--- src/rtl/stream_mux_rr.sv ---
// stream_mux_rr: N-channel registered stream mux with valid/ready handshake.
// Supports fixed-select and round-robin arbitration onto one output register.
module stream_mux_rr #(
  parameter int WIDTH    = 4,
  parameter int CHANNELS = 4,
  parameter int SEL_W    = 2
) (
  input  logic                      clk,
  input  logic                      rst_n,
  input  logic [CHANNELS*WIDTH-1:0] in_data,
  input  logic [CHANNELS-1:0]       in_valid,
  output logic [CHANNELS-1:0]       in_ready,
  input  logic                      mode,
  input  logic [SEL_W-1:0]          sel,
  output logic [WIDTH-1:0]          out_data,
  output logic                      out_valid,
  input  logic                      out_ready,
  output logic [SEL_W-1:0]          grant
);

  localparam int IW = (CHANNELS > 1) ? $clog2(CHANNELS) : 1;

  logic [SEL_W-1:0] rr_ptr;
  logic [SEL_W-1:0] chosen;
  logic             hit;
  logic             load_en;
  logic             xfer;
  logic [WIDTH-1:0] pick;
  logic [IW-1:0]    idx;

  assign load_en = !out_valid | out_ready;

  // Pick a channel: fixed select, or first valid lane after rr_ptr.
  always_comb begin
    chosen = '0;
    hit    = 1'b0;
    idx    = '0;
    if (!mode) begin
      if (int'(sel) < CHANNELS) begin
        chosen = sel;
        hit    = 1'b1;
      end
    end else begin
      for (int k = 1; k <= CHANNELS; k++) begin
        idx = IW'((int'(rr_ptr) + k) % CHANNELS);
        if (!hit && in_valid[idx]) begin
          hit    = 1'b1;
          chosen = SEL_W'(idx);
        end
      end
    end
  end

  // Ready goes only to the chosen lane, and only when the register can load.
  always_comb begin
    in_ready = '0;
    pick     = '0;
    for (int i = 0; i < CHANNELS; i++) begin
      if (chosen == SEL_W'(i)) begin
        in_ready[i] = hit & load_en & rst_n;
        pick        = in_data[i*WIDTH +: WIDTH];
      end
    end
  end

  assign xfer = |(in_valid & in_ready);

  // Output register and round-robin pointer.
  always_ff @(posedge clk or negedge rst_n) begin
    if (!rst_n) begin
      out_valid <= 1'b0;
      out_data  <= '0;
      grant     <= '0;
      rr_ptr    <= SEL_W'(CHANNELS - 1);
    end else if (xfer) begin
      out_valid <= 1'b1;
      out_data  <= pick;
      grant     <= chosen;
      if (mode) rr_ptr <= chosen;
    end else if (out_valid && out_ready) begin
      out_valid <= 1'b0;
    end
  end

endmodule

--- config.mk ---
export PLATFORM = sky130hd
export DESIGN_NAME = stream_mux_rr
export DESIGN_NICKNAME = d
export VERILOG_FILES = /design/src/rtl/stream_mux_rr.sv
export SDC_FILE = /design/constraint.sdc
export NUM_CORES = 1
export LEC_CHECK = 0
export ABC_AREA = 1
export CORE_UTILIZATION = 42
export CTS_CLUSTER_DIAMETER = 40
export DETAILED_ROUTE_END_ITERATION = 12
export GPL_ROUTABILITY_DRIVEN = 0
export PLACE_DENSITY = 0.79
export SLEW_MARGIN = 20
export SYNTH_ARGS = -nofsm -noshare
export SYNTH_HDL_FRONTEND = slang
export SYNTH_SLANG_ARGS = --single-unit
export TNS_END_PERCENT = 10
--- constraint.sdc ---
create_clock -name clk -period 2.75 [get_ports clk]
set_input_delay 0.275 -clock clk [delete_from_list [all_inputs] [get_ports clk]]
set_output_delay 0.275 -clock clk [all_outputs]
set_load 0.05 [all_outputs]
==> metrics <==
First DRT Iteration DRCs=26; top-level port count=37; met3 capacity usage during global routing=0.0717; worst reg2reg path endpoint=out_data[0]$_DFFE_PN0P_; total detailed-routing wirelength=about 2300 um; min-delay worst type=primary input to asynchronous set/reset pin; number of synthesized register bits=9; area growth from synthesis to layout=52.2%; vias after detailed routing=about 1,100; effective utilization at floorplan=0.451; kind of cell with the highest combined delay on the critical path=simple AND/OR/NAND/NOR gates; PwrDens=between 1000 and 1500 nW/um^2; half-perimeter wire length after placement=between 1500 and 2000 um; Detailed Routing Iterations Pass 1=5; Crit Reg-Reg Startpoint=rr_ptr[0]$_DFFE_PN1P_; number of placed instances, taps included=just over 200; syn avg cell area=6.19 um^2; Max rail drop VDD=0.000475 V; number of levels in the clock H-tree=1; worst reg-to-reg path cell count=17; GRT Util Overall=0.239; relative max-transition margin=0.656; met2 usage in global routing=0.419; Netlist cell types=23; root cell of the clock tree=sky130_fd_sc_hd__clkbuf_4; non-filler cells in the finished layout=210; hold buffer count at CTS=0; number of buffers inserted during clock tree synthesis=3; Tmin final=between 2000 and 3000 ps; Hold WS=a little over 300 ps; clock tree buffer depth=2; final clock period utilization by the worst path=0.931; fill count=190; PortBufs=36; maximum number of pins on one net before global-route repair=11; fraction of layout cells with a size suffix above 1=0.197; unrepaired setup endpoints after global routing=no; Most Frequent Cell on Critical Path=sky130_fd_sc_hd__nand2_1; register-to-register setup slack=between 400 and 500 ps; global-route wire length before repair=just under 4000 um; antenna violations before repair=0; number of warnings reported in the yosys synthesis log=0; worst slack at placement=317 ps; sequential area share after synthesis=0.257; post-DR vias/cell=between 5 and 6; Max Clk Rate=0.390 GHz; largest incremental delay on the critical path=between 600 and 700 ps; critical path arrival=2290 ps; CTS tree=built; final number of max-transition violations=0; die height=47.9 um; wire length per cell after detailed routing=about 11 um; total core area=approximately 2000 um^2; total standard cell area after synthesis=a little under 900 um^2; Required @ worst endpoint=roughly 2500 ps; number of placement rows=16; Worst Path Max Fanout=10; total negative slack=0 ps; Die Width=around 48 um; net count after synthesis=169; worst setup skew after layout=between 1.5 and 2 ps; standby leakage power=approximately 0.65 nW; Critical Path End Type=primary output; slowest cell on the critical path=sky130_fd_sc_hd__dfstp_2; clock transition time at the flip-flop clock pins of the worst setup and hold paths=~60 ps; Startpoint Class=flip-flop; most used routing layer in global routing=met2; count of maximum capacitance violations=0; pin slew with the least headroom to its limit=just over 500 ps; antenna cells=0; Hold Violations, Final=0; Syn Inst Count=143; Global Route met1 Usage=0.275; number of nets in the layout=210; Cell Chain, Critical Path=inv_6 > nand2_2 > nand2_1 > nand2_1 > nand2_1 > nor2_4 > nand3_1 > nand2_1 > nand3_2 > nand2_4 > nand2_1 > nor2_1 > buf_12; residual overflow from global routing=0; post-route DRC violation count=0; Critical path buffers and inverters=2; placement-stage cell area=about 1300 um^2; Final Instance Area=~1300 um^2; final worst slack=roughly 190 ps; Setup-failing EPs final=0; run status=complete, no violations; Setup Crit Path Kind=flip-flop to primary output; total die area=between 2000 and 2500 um^2; vias in the first global route=965; number of sinks on the clock net=9; latest clock arrival within the worst-skew pair=approximately 260 ps; DRT antenna net count=0
## cells by family (layout without fill, tap and decap cells)
family                 count (synthesis)  count (layout)  share of synthesized area
and+or+nand+nor                      111             111                      0.607
buffers and inverters                 17              57                     0.0919
DFF                                    9               9                      0.257
AOI/OAI and AO/OA                      6               6                     0.0438
## cells in the final DEF, fill, tap and decap left out
cell type,count
sky130_fd_sc_hd__a21oi_1,1
sky130_fd_sc_hd__nand2_4,1
sky130_fd_sc_hd__clkbuf_4,3
sky130_fd_sc_hd__dfrtp_1,7
sky130_fd_sc_hd__nand2_2,10
sky130_fd_sc_hd__inv_4,2
sky130_fd_sc_hd__nand2_8,1
sky130_fd_sc_hd__nand2_1,63
sky130_fd_sc_hd__clkbuf_1,1
sky130_fd_sc_hd__inv_2,3
sky130_fd_sc_hd__buf_4,1
sky130_fd_sc_hd__o21bai_2,1
sky130_fd_sc_hd__nor2_1,10
sky130_fd_sc_hd__o21a_1,1
sky130_fd_sc_hd__dfstp_2,2
sky130_fd_sc_hd__nand3_1,10
sky130_fd_sc_hd__o21ai_1,2
sky130_fd_sc_hd__inv_1,10
sky130_fd_sc_hd__nand4_1,7
sky130_fd_sc_hd__o21ai_0,1
sky130_fd_sc_hd__nand3_2,3
sky130_fd_sc_hd__buf_12,4
sky130_fd_sc_hd__nor2_2,1
sky130_fd_sc_hd__inv_6,1
sky130_fd_sc_hd__nor2_4,3
sky130_fd_sc_hd__nor3_1,2
sky130_fd_sc_hd__clkdlybuf4s50_1,32
## report_power, final
group | total [W] | internal [W] | leakage (nW) | switching, W
combinational | 0.00107 | 0.000371 | 0.527 | 0.000698
clock | 0.0000986 | 0.0000557 | 0.0150 | 0.0000429
sequential | 0.000264 | 0.000205 | 0.108 | 0.0000593
total | 0.00143 | 0.000632 | 0.649 | 0.000800
## how the worst max path moves through the flow
stage	from	end	slack (ps)	cells past startpoint
floorplan	rr_ptr[0]$_DFFE_PN1P_	in_ready[2]	90	11
global placement	in_valid[0]	out_data[0]$_DFFE_PN0P_	370	18
detailed placement	in_valid[0]	out_data[0]$_DFFE_PN0P_	320	18
CTS	rr_ptr[0]$_DFFE_PN1P_	in_ready[3]	160	13
global route	rr_ptr[0]$_DFFE_PN1P_	in_ready[3]	6	13
finish	rr_ptr[0]$_DFFE_PN1P_	in_ready[1]	190	13
## worst register-to-register path: cells and delay by family, from the launching register on
family / cells / cell delay (ps)
buffers and inverters: 2 / 120
AND/OR/NAND/NOR: 15 / 1450
flip-flops: 1 / 650
## registers in the layout, indices dropped and copies added (netlist names)
signal     count
grant          2
out_data       4
rr_ptr         2
out_valid      1
## per-stage QoR
step | power [W] | util
global placement | 0.00130 | 0.670
detailed placement | 0.00133 | 0.670
finish | 0.00143 | 0.686
floorplan | 0.00102 | -
CTS | 0.00143 | 0.684
global route | 0.00156 | 0.686
## final cells by class
| type | instances | area (um^2) | area share |
|---|---|---|---|
| clock buffers | 4 | 26.3 | 0.0195 |
| flip-flops and latches | 9 | 228 | 0.169 |
| repair buffers | 37 | 408 | 0.303 |
| well taps | 27 | 33.8 | 0.0251 |
| inverters | 16 | 70.1 | 0.0520 |
| multi-input cells | 117 | 581 | 0.431 |
## cell usage after synthesis, drive strengths merged
| library cell | instances | area (um^2) |
|---|---|---|
| nand2 | 75 | 330 |
| inv | 16 | 70.1 |
| nor2 | 14 | 72.6 |
| nand3 | 13 | 80.1 |
| dfrtp | 7 | 175 |
| nand4 | 7 | 43.8 |
| o21ai | 3 | 15.0 |
| dfstp | 2 | 52.6 |
| nor3 | 2 | 10.0 |
| a21oi | 1 | 5.00 |
| buf | 1 | 11.3 |
| o21a | 1 | 7.51 |
| o21bai | 1 | 11.3 |
## layer usage
metal	share of wire	up-vias
li1	-	536
met1	0.39	469
met2	0.51	49
met3	0.083	7
met4	0.020	0
met5	0	-
## repair_timing
item                                    in CTS  in global routing
endpoints found under the setup margin       0                  1
endpoints found under the hold margin        0                  0
setup buffers                                0                  0
resized for setup                            0                  1
Power figures use the tool's default switching activity.
==> variant (config.mk and constraints unchanged) <==
Register the input `mode` before use. The logic sees it one clock later. The other inputs are not delayed to match.
--- a/src/rtl/stream_mux_rr.sv
+++ b/src/rtl/stream_mux_rr.sv
@@ -21,4 +21,10 @@
   localparam int IW = (CHANNELS > 1) ? $clog2(CHANNELS) : 1;
 
+  logic mode_q;
+
+  always_ff @(posedge clk) begin
+    mode_q <= mode;
+  end
+
   logic [SEL_W-1:0] rr_ptr;
   logic [SEL_W-1:0] chosen;
@@ -36,5 +42,5 @@
     hit    = 1'b0;
     idx    = '0;
-    if (!mode) begin
+    if (!mode_q) begin
       if (int'(sel) < CHANNELS) begin
         chosen = sel;
@@ -77,5 +83,5 @@
       out_data  <= pick;
       grant     <= chosen;
-      if (mode) rr_ptr <= chosen;
+      if (mode_q) rr_ptr <= chosen;
     end else if (out_valid && out_ready) begin
       out_valid <= 1'b0;
Formal check against the unedited RTL: not equivalent (a bounded check fails within 4 cycles, from zero or initial values and one cycle with rst_n low).
==> variant against the original RTL <==
Clock power increased by 33%. Design area increased by 1.9%. Routed wire length up 2.9%. Setup slack worse by 0.014 ns. Maximum frequency down 0.54%. Sequential cell count rose by 1. Register-to-register slack got worse by 0.06 ns. Total power increased by 3.4%. Area after synthesis rose by 1.7%. Critical endpoint is now in_ready[3]. Largest cell class unchanged.
==> variant: results (changes against the original RTL) <==
H-Tree Depth 1 (unchanged); vias in the first global route 967 (+0.21%); Regs by FF count out_data: 4 flops, grant: 2 flops, rr_ptr: 2 flops; Max VDD drop 0.0006122 V (+29%); Top Family by Delay on Critical Path simple AND/OR/NAND/NOR gates; Yosys warning count 0 (unchanged); Synth Instances 144 (+0.70%); min-delay worst type input pin to asynchronous set/reset pin; initial antenna violation count 0 (unchanged); ys flop type dfrtp_1; Clock Path Buffers 2 (unchanged); Max stage delay cell, worst path dfstp_2; first-pass GRT wire length 3.726 mm (-3.6%); First DRT Iteration DRCs 27 (+3.8%); Slew headroom 66.19% (+0.59 points); total wire length 2.413 mm (+2.9%); Layout Skew 0.004927 ns (+0.003364 ns); Leak Pwr 0.6628 nW (+2.1%); Cell Area, Placed 1330 um2 (+1.1%); Clock Latency Late Sink 0.27 ns; status finished clean; Synth async-reset ratio 90.00% (-10 points); layout cell share with drive strength beyond 1 19.57% (-0.11 points); top post-synthesis cells by area nand2_1, dfrtp_1, nand2_2; pin count of the biggest net entering global routing 11 (unchanged); Post-Place Cells 207 (+0.49%); Synth cell types 24 (+4.3%); Place WS 0.2628 ns (-0.05434 ns); TritonRoute pass-1 iters 4 (-1); Buffers on Ports 36 (unchanged); sequential element share of the synthesized area 27.54% (+1.8 points); clk slew on worst S/H paths 0.07 ns; Net Count, Synth 170 (+0.59%); CP max stage delay 0.65 ns (about the same); total global-route track usage 23.01% (-0.93 points); via count 1051 (-0.94%); most frequent cells after synthesis nand2_1, inv_1, nand3_1, nor2_1, nand2_2; Worst Path Max Fanout 10 (unchanged); Critical Path AT 2.30 ns; DP HPWL 2.055 mm (+5.4%); setup bufs post-CTS 0 (unchanged); antenna fix cells 0 (unchanged); WL/cell 11.44 um (+2.4%); TritonCTS Buffers 3 (unchanged); clock root buffer clkbuf_4
variant: area by class of cell:
type	instances	area, um2
fill	178	610.6
multi-input combinational	117	578.1
timing repair buffer	37	407.9
sequential	10	247.7
inverter	16	67.56
clock buffer	4	36.28
tap	27	33.78
variant: final timing paths:
kind,start,end,slack (ns),cells after the start
worst min register to register,out_data[2],out_data[2],0.47,2
max in group asynchronous,rst_n,rr_ptr[0],2.25,2
worst max register to register,rr_ptr[0],out_data[1],0.38,17
min in group clk,mode,mode_q,0.47,1
worst min-delay path,rst_n,out_valid,0.28,2
worst max-delay path,rr_ptr[0],in_ready[3],0.18,11
variant: what timing repair did:
action | in CTS | in global routing
gates resized for setup | 0 | 1
setup endpoints to repair | 0 | 1
hold buffers | 0 | 0
variant: per-layer routing:
metal	global-route usage [%]	wire, um	vias up	part of all wire, %
met3	6.296	152	2	6.3
li1	-	-	534	-
met5	0	0	-	0
met4	5.556	20	0	0.83
met1	26.19	939	474	39
met2	42.13	1301	41	54
variant: logic make-up (layout without fill, tap and decap cells):
group	Yosys count	in the layout	share of synthesized area, %
AND/OR/NAND/NOR	111	111	59.39
buffers and inverters	17	57	8.763
flip-flops	10	10	27.54
AO/OA/AOI/OAI	6	6	4.311
variant: worst reg2reg max path, cell delays in order (launching register included):
cell and delay (ns):
dfstp_2 0.65, nand2_1 0.08, nand2_1 0.14, nand2_1 0.09, nand2_1 0.10, inv_2 0.06, nand3_2 0.07, nand2_2 0.06
nor2_1 0.19, nor2_4 0.08, nor2_2 0.24, nand3_2 0.10, nand2_2 0.10, inv_2 0.07, nand2_8 0.09, inv_4 0.05
nand2_1 0.06, nand2_1 0.05
variant: power by group:
part	switching [mW]	internal, mW	total (mW)
sequential	0.0612	0.219	0.281
clock	0.0504	0.0804	0.131
combinational	0.699	0.370	1.07
